`config.mk`:
```
export PLATFORM = sky130hd
export DESIGN_NAME = day_of_month_counter
export DESIGN_NICKNAME = d
export VERILOG_FILES = /design/src/rtl/day_of_month_counter.sv
export SDC_FILE = /design/constraint.sdc
export NUM_CORES = 1
export LEC_CHECK = 0
export ABC_CLOCK_PERIOD_IN_PS = 7800
export CAP_MARGIN = 20
export CORE_UTILIZATION = 38
export CTS_CLUSTER_DIAMETER = 50
export CTS_CLUSTER_SIZE = 28
export DETAILED_ROUTE_END_ITERATION = 10
export DONT_BUFFER_PORTS = 1
export GPL_ROUTABILITY_DRIVEN = 0
export GPL_TIMING_DRIVEN = 0
export PLACE_DENSITY = 0.5
export SLEW_MARGIN = 30
export SYNTH_ARGS = -nofsm -noshare
export SYNTH_HDL_FRONTEND = slang
export SYNTH_SLANG_ARGS = --single-unit
```
`constraint.sdc`:
```
create_clock -name clk -period 7.8 [get_ports clk]
set_clock_uncertainty 0.2 [all_clocks]
set_input_delay 1.56 -clock clk [delete_from_list [all_inputs] [get_ports clk]]
set_output_delay 1.56 -clock clk [all_outputs]
set_load 0.03 [all_outputs]
```
`src/rtl/day_of_month_counter.sv`:
```
// BCD day-of-month counter with month-length decode, load, adjust, clamp and day-of-week.
// All outputs registered; carry pulses for one cycle after a tick wraps the month.
module day_of_month_counter #(
  parameter int UNIT_W   = 4,
  parameter int TEN_W    = 2,
  parameter int MONTH_W  = 4,
  parameter bit ADJ_WRAP = 1'b1,
  parameter int WDAY_RST = 0
) (
  input  logic               clk,
  input  logic               rst_n,
  input  logic               tick,
  input  logic               up,
  input  logic               down,
  input  logic [MONTH_W-1:0] month,
  input  logic               leap_year,
  input  logic               load,
  input  logic [UNIT_W-1:0]  load_unit,
  input  logic [TEN_W-1:0]   load_ten,
  input  logic [2:0]         load_wday,
  output logic [UNIT_W-1:0]  day_unit,
  output logic [TEN_W-1:0]   day_ten,
  output logic [2:0]         wday,
  output logic               carry,
  output logic               month_err
);

  localparam int DW = TEN_W + UNIT_W + 4;

  logic              month_ok;
  logic [TEN_W-1:0]  last_ten;
  logic [UNIT_W-1:0] last_unit;
  logic [DW-1:0]     last_bin;
  logic [DW-1:0]     day_bin;
  logic [DW-1:0]     load_bin;
  logic              load_ok;

  logic [UNIT_W-1:0] inc_unit, dec_unit, nxt_unit;
  logic [TEN_W-1:0]  inc_ten, dec_ten, nxt_ten;
  logic [2:0]        wday_inc, nxt_wday;
  logic              nxt_carry;

  assign month_ok = (month >= MONTH_W'(1)) && (month <= MONTH_W'(12));

  // Month length kept in BCD so the clamp/wrap targets need no conversion.
  always_comb begin
    last_ten  = TEN_W'(3);
    last_unit = UNIT_W'(1);
    case (month)
      MONTH_W'(4), MONTH_W'(6), MONTH_W'(9), MONTH_W'(11): begin
        last_ten  = TEN_W'(3);
        last_unit = UNIT_W'(0);
      end
      MONTH_W'(2): begin
        last_ten  = TEN_W'(2);
        last_unit = leap_year ? UNIT_W'(9) : UNIT_W'(8);
      end
      default: begin
        last_ten  = TEN_W'(3);
        last_unit = UNIT_W'(1);
      end
    endcase
  end

  assign last_bin = DW'(last_ten) * DW'(10) + DW'(last_unit);
  assign day_bin  = DW'(day_ten) * DW'(10) + DW'(day_unit);
  assign load_bin = DW'(load_ten) * DW'(10) + DW'(load_unit);
  assign load_ok  = (load_unit <= UNIT_W'(9)) && (load_ten <= TEN_W'(3)) && (load_wday <= 3'd6);

  assign inc_unit = (day_unit >= UNIT_W'(9)) ? UNIT_W'(0) : day_unit + UNIT_W'(1);
  assign inc_ten  = (day_unit >= UNIT_W'(9)) ? day_ten + TEN_W'(1) : day_ten;
  assign dec_unit = (day_unit == UNIT_W'(0)) ? UNIT_W'(9) : day_unit - UNIT_W'(1);
  assign dec_ten  = (day_unit == UNIT_W'(0)) ? day_ten - TEN_W'(1) : day_ten;
  assign wday_inc = (wday >= 3'd6) ? 3'd0 : wday + 3'd1;

  always_comb begin
    nxt_unit  = day_unit;
    nxt_ten   = day_ten;
    nxt_wday  = wday;
    nxt_carry = 1'b0;
    if (month_ok) begin
      if (load) begin
        // A malformed load is dropped entirely, including any coincident tick.
        if (load_ok) begin
          nxt_wday = load_wday;
          if (load_bin == '0) begin
            nxt_ten  = TEN_W'(0);
            nxt_unit = UNIT_W'(1);
          end else if (load_bin > last_bin) begin
            nxt_ten  = last_ten;
            nxt_unit = last_unit;
          end else begin
            nxt_ten  = load_ten;
            nxt_unit = load_unit;
          end
        end
      end else if (tick) begin
        nxt_wday = wday_inc;
        if (day_bin >= last_bin) begin
          nxt_ten   = TEN_W'(0);
          nxt_unit  = UNIT_W'(1);
          nxt_carry = 1'b1;
        end else begin
          nxt_ten  = inc_ten;
          nxt_unit = inc_unit;
        end
      end else if (up && !down) begin
        if (day_bin < last_bin) begin
          nxt_ten  = inc_ten;
          nxt_unit = inc_unit;
        end else if (ADJ_WRAP) begin
          nxt_ten  = TEN_W'(0);
          nxt_unit = UNIT_W'(1);
        end else begin
          nxt_ten  = last_ten;
          nxt_unit = last_unit;
        end
      end else if (down && !up) begin
        if (day_bin > DW'(1)) begin
          nxt_ten  = dec_ten;
          nxt_unit = dec_unit;
        end else if (ADJ_WRAP) begin
          nxt_ten  = last_ten;
          nxt_unit = last_unit;
        end
      end else if (day_bin > last_bin) begin
        nxt_ten  = last_ten;
        nxt_unit = last_unit;
      end
    end
  end

  always_ff @(posedge clk or negedge rst_n) begin
    if (!rst_n) begin
      day_unit  <= UNIT_W'(1);
      day_ten   <= TEN_W'(0);
      wday      <= 3'(WDAY_RST);
      carry     <= 1'b0;
      month_err <= 1'b0;
    end else begin
      day_unit  <= nxt_unit;
      day_ten   <= nxt_ten;
      wday      <= nxt_wday;
      carry     <= nxt_carry;
      month_err <= !month_ok;
    end
  end

endmodule

```
Word level (Yosys, flattened, before mapping)
Cells that the tools add are included.
- $mul: 3
- add/sub/neg operators: 8
- equality and inequality tests: 7
- $lt $le $gt $ge: 12
- multiplexer cells: 37
- reduce and logical (&&, ||, !) cells: 16
- operators with widths (operator ; number):
    $mux W4 ; 13
    $mux W2 ; 13
    $add A6 B4 Y7 ; 3
    $mul A2 B3 Y5 const B ; 3
    $gt A7 B7 Y1 ; 2
    $mux W3 ; 4
    $logic_not A10 Y1 ; 1
    $eq A4 B3 Y1 const B ; 2
    $eq A4 B4 Y1 const B ; 2
    $le A4 B4 Y1 const B ; 2
    $pmux W4 S2 ; 1
    $ge A7 B7 Y1 ; 1
    $gt A7 B1 Y1 const B ; 1
    $lt A7 B7 Y1 ; 1
    $mux W1 ; 6
    $ne A6 B6 Y1 const B ; 1
    $reduce_and A3 Y1 ; 2
    $logic_and A1 B1 Y1 ; 5
    $reduce_bool A5 Y1 ; 1
    $add A4 B1 Y4 const B ; 1
    $eq A4 B2 Y1 const B ; 1
    $ge A4 B1 Y1 const B ; 1
    $ge A4 B4 Y1 const B ; 1
    $logic_not A4 Y1 ; 1
    other kinds (12) ; 14
- register bits after elaboration: 11
- bits of input ports: 20
- word-level logic and storage cells: 88

Logic depth before layout (Yosys ltp)
Gate-level depths: netlist of the first run.
- word-level depth: 10
- mapped depth: 13

Least setup slack after synthesis of the first run
Ideal clock, no wire load.
- path type: input port to flip-flop
- from: input load_unit[1]
- to: register day_unit[3]
- buffers on the path: 0
- cell stages on the path: 13
- library setup time: 0.125 ns
- arrival: 3.651 ns
- path slack: 3.824 ns
- cells stage by stage: ha_1 -> inv_1 -> fa_1 -> inv_1 -> a21oi_1 -> nor2_1 -> ha_1 -> nand3b_1 -> or3_1 -> o21ai_2 -> mux2_2 -> a2bb2oi_1 -> a21oi_1
- longest elaborated chain between the ends: 6
- RTL lines (element ; RTL line ; text):
    from (decl) ; 18 ; input logic [UNIT_W-1:0] load_unit,
    $add A6 B4 Y7 ; 67 ; assign load_bin = DW'(load_ten) * DW'(10) + DW'(load_unit);
    $gt A7 B7 Y1 ; 89 ; end else if (load_bin > last_bin) begin
    $mux W4 ; 89 ;
    $mux W4 ; 86 ; if (load_bin == '0) begin
    $mux W4 ; 84 ; if (load_ok) begin
    $mux W4 ; 82 ; if (load) begin
    to (signal assigned) ; 141 ; day_unit <= nxt_unit;
    to (decl) ; 21 ; output logic [UNIT_W-1:0] day_unit,
Several ways; a longest one is shown, not always the timed one. The select of a mux whose other input is x is not followed.
A chain may end at the register's enable or synchronous reset.

Worst setup path after layout of the first run
Ends and elaborated chain as after synthesis.

==> reports/metrics.cfg, run 1 <==
[run_status]
status = complete, no violations

[cts]
clock_sinks = 11
cts_setup_buffers = 0
cts_hold_buf = 0
cts_tree = built
h-tree-depth = 1
cts_buffers = 3
clkTransAtPathRegs_ps = 60
cts_buffer_depth = 2
cts-root-buf = clkbuf_8
ctsResizeCount = 0
clock_latency_ps = 240

[final_layout]
antenna_cells = 0
syn2layout_area_growth_pct = 7.12
nets = 240
drive_above_1_share_pct = 10.6
stdcell_area_sq_um = 1710
fin_cells = 248

[detailed_routing]
avgViaCountPerCell = 6.01
dr.pass1.iters = 4
wirelength_microns = 4110
vias = 1491
postRouteAntennaNets = 0
post-route-drc-count = 0
drt-initial-drc-count = 73
wl_per_cell_microns = 16.6

[yosys]
yosysTopAreaCell = dfrtp_1
syn_avg_cell_area_sq_um = 8.24
synthCells = 194
synth_common_cells = nor2_1, ha_1, inv_1
yosysUniqueCellTypes = 58
synth_ff_type = dfrtp_1
yosys.cell_count.top_type = nor2_1
synthArstFlopShare_pct = 100
ys_ff_latch = 11
synth_nets = 235
yosys_warnings = 0
synthTopCellsByArea = dfrtp_1, ha_1, nor2_1, inv_1, o21ai_0
synth_edf_count = 0
ys_seq_area_share_pct = 17.3
synth_top_area_share_pct = 15.6
synth.cell_area_sq_um = 1600

[setup_path]
critPathCaptureType = register
crit_chain = ha_1 -> inv_1 -> fa_1 -> inv_1 -> a21oi_1 -> nor2_1 -> ha_1 -> nand3b_1 -> or3_1 -> o21ai_2 -> mux2_2 -> a2bb2oi_1 -> a21oi_1
cp_slowest_stage_delay_ps = 390
cp_slowest_cell = or3_1
cpLargestDelayFamily = adder cells
critPathBufInv = 2
crit_arrival_ps = 3860
crit_type = input pin to register
critPathMaxFanout = 5
required_ps = 7720
worstSetupStartpointType = input pin

[sta]
finalCriticalPeriod_ps = 3940
fin_crit_sh_pct = 50.5
finalHoldViolCount = 0
tns_ps = 0
slew_violations = 0
hold_ws_ps = 549
relSlewSlack_pct = 50.6
rsz0062_at_grt = false
setup_viol = 0
tightest_slew_ps = 739
max_clock_freq_mhz = 254

[die]
initial_core_util_pct = 39.7
die_area_sq_um = 4470
die_w_microns = 66.9
ios = 31
core_sq_um = 4030
die-height_microns = 66.9
rows = 23

[grt]
grt_pass1_wl_microns = 6770
grt.overflow.total = 0
grt_max_degree = 12
grt_pass1_vias = 1469
antenna_found_initial = 0
grt_util_all_layers_pct = 20.0

[run]
cap_viol_max_count = 0

[place]
dp.cells = 244
hpwl_microns = 3380
io_buffers = 0
place_area_sq_um = 1670

[pwr]
leakagePower_nw = 0.737
power_w = 0.000570
peakVddDrop_mv = 0.0916
p_per_area_nw_per_um2 = 333

[worst_hold_path]
hp-class = register to register

[tightest hold or removal path, stage by stage (launching register included)]
cell     delay (ps)
dfstp_2         450
inv_1           200
a32oi_1          80
[power breakdown]
part	switching [W]	total (W)	internal, W
Sequential	0.0000778	0.000157	0.0000791
Clock	0.0000237	0.0000597	0.0000361
Combinational	0.000208	0.000354	0.000145
Total	0.000310	0.000570	0.000260
[through the flow]
stage / utilization, % / setup WS [ps]
after detailed placement: 41.4 / 3600
final: 42.5 / 3860
after global routing: 42.5 / 3600
after CTS: 42.5 / 3840
after global placement: 41.2 / 3320
after floorplan: - / 3820
[sequential cells by signal (all words and copies together) (netlist names)]
signal and count:
carry 1, month_err 1, wday 3, day_unit 4, day_ten 2
[area by class of cell]
type | count | area [sq um]
Tap cell | 50 | 62.6
Sequential cell | 11 | 277
Fill cell | 423 | 2320
Buffer | 4 | 21.3
Inverter | 18 | 67.6
Clock buffer | 4 | 45.0
Multi-Input combinational cell | 161 | 1240
[kinds of logic (layout without fill, tap and decap cells)]
kind of cell	Yosys count	count (layout)	share of synthesized area (%)
XOR/XNOR	5	5	2.74
multiplexers	5	5	3.29
AO/OA/AOI/OAI	64	64	32.2
adder cells (fa/ha/maj)	21	21	17.4
other	2	2	0.470
flip-flops	11	11	17.3
buffers and inverters	22	26	5.56
AND/OR/NAND/NOR	64	64	21.1
[per-layer routing]
layer	routed length (microns)	share of wire (%)	track usage, %	vias to the layer above
met5	0	0	0	-
met4	62	1.5	6.38	0
met3	209	5.1	3.60	7
met2	1900	46	32.1	35
met1	1930	47	26.8	721
li1	-	-	-	728
[placed cells by master (no fill, tap or decap), types with 5 or more instances in the layout]
cell type,synthesis,final
inv_1,18,18
a211oi_1,5,5
dfrtp_1,10,10
a21oi_1,9,9
nand3_1,7,7
o21ai_0,12,12
nand2_1,13,13
nor2_1,20,20
ha_1,19,19
[final timing paths]
path	start	end	cells after the start	slack [ps]
min in group asynchronous	rst_n	wday[2]	0	810
min reg2reg	day_unit[0]	day_unit[0]	2	550
max in group asynchronous	rst_n	day_unit[0]	0	6420
max	load_unit[1]	day_unit[3]	13	3860
max reg2reg	day_ten[0]	day_ten[0]	8	4520
min	day_unit[0]	day_unit[0]	2	550
No activity file was read; power rests on OpenSTA's default activity.
==> run 2: changes to the inputs <==
Settings changed: ABC_CLOCK_PERIOD_IN_PS 7800 to 3500, PLACE_DENSITY 0.5 to 0.52.
Clock period 7.8 ns to 3.5 ns, I/O delays scaled along.
==> reports/metrics.cfg, run 2 (synthesized netlist as in run 1, its figures left out) <==
[sta]
fin_crit_sh_pct = 94.7
setup_viol = 0
finalHoldViolCount = 0
tns_ps = 0
relSlewSlack_pct = 50.4
finalCriticalPeriod_ps = 3310
tightest_slew_ps = 742
max_clock_freq_mhz = 302
slew_violations = 0
rsz0062_at_grt = false

[setup_path]
cp_slowest_stage_delay_ps = 670
worstSetupStartpoint = day_ten[0]
required_ps = 3410
reg2reg_depth = 8
crit_chain = ha_1 -> fa_1 -> o21a_1 -> a41o_1 -> a311oi_4 -> mux2_2 -> a221oi_1 -> o22ai_1
critPathMaxFanout = 8
crit_type = register to register
crit_arrival_ps = 3220
cpLargestDelayFamily = compound AO/OA/AOI/OAI gates
cp_slowest_cell = dfrtp_1
critPathBufInv = 0
r2r_slack_ps = 190
worstSetupStartpointType = register
critPathCaptureType = register
cp.depth = 8
r2r-start = day_ten[0]

[cts]
cts-root-buf = clkbuf_8
cts_buffer_depth = 2
clock_sinks = 11
clock_latency_ps = 240
clkTransAtPathRegs_ps = 50
h-tree-depth = 1
cts_buffers = 3
cts_tree = built

[grt]
grt_pass1_vias = 1503
antenna_found_initial = 0
grt_pass1_wl_microns = 6840
grt_max_degree = 11
grt.overflow.total = 0
grt_util_all_layers_pct = 20.7

[detailed_routing]
vias = 1473
dr.pass1.iters = 6
wl_per_cell_microns = 16.8
postRouteAntennaNets = 0
avgViaCountPerCell = 5.92
drt-initial-drc-count = 54
wirelength_microns = 4190
post-route-drc-count = 0

[die]
die_w_microns = 66.9
core_sq_um = 4030
die_area_sq_um = 4470
rows = 23
initial_core_util_pct = 39.7
ios = 31
die-height_microns = 66.9

[pwr]
peakVddDrop_mv = 0.429
leakagePower_nw = 0.741
power_w = 0.00128
p_per_area_nw_per_um2 = 745

[place]
hpwl_microns = 3470
place_area_sq_um = 1670
io_buffers = 0
dp.cells = 244

[final_layout]
antenna_cells = 0
regMostFlops = day_unit
largest_reg_flops = 4
final_common_cell = nor2_1
nets = 241
syn2layout_area_growth_pct = 7.75
fill_cells = 403
stdcell_area_sq_um = 1720
fin_cells = 249
final_cell_mix = nor2_1, ha_1, inv_1
drive_above_1_share_pct = 10.6
largestRegisters = day_unit: 4 flops, wday: 3 flops, day_ten: 2 flops

[run]
cap_viol_max_count = 0

[worst_hold_path]
hp-class = input pin to async pin

[run_status]
status = complete, no violations

[run 2: final cells by class]
type	count	area (sq um)	area share, %
inverter	18	67.6	3.92
tap	50	62.6	3.63
clock buffer	4	45.0	2.61
multi-input combinational	161	1240	72.0
timing repair buffer	1	10.0	0.581
buffer	4	21.3	1.23
sequential	11	277	16.0
[run 2: repair_timing]
| item | CTS | global route |
|---|---|---|
| gates resized for setup | 0 | 0 |
| hold buffers | 1 | 0 |
| endpoints found under the hold margin | 10 | 0 |
| buffers inserted | 0 | 0 |
[run 2: per-layer routing]
layer  up-vias  GRT usage [%]  routed length, microns
li1        732              -                       -
met1       701           24.5                    1830
met2        38           37.9                    2120
met3         2           5.14                     238
met4         0           2.93                       8
met5         -              0                       0
[run 2: per-stage QoR]
stage,hold WS (ps),worst slack [ps],utilization [%]
after global placement,205,-221,41.2
after floorplan,204,384,-
final,99.1,187,42.8
after CTS,93.9,206,42.8
after global routing,81.0,115,42.8
after detailed placement,205,105,41.4
[run 2: final timing paths]
path	endpoint
max in group asynchronous	day_unit[2]
hold / removal	day_unit[0]
min in group clk	day_unit[1]
setup / recovery	day_ten[0]
hold reg to reg	wday[2]
setup reg to reg	day_ten[0]
[run 2: report_power, final]
group	internal (W)	switching, W
clock network	0.0000803	0.0000508
registers	0.000176	0.000173
logic	0.000328	0.000475
total	0.000584	0.000699
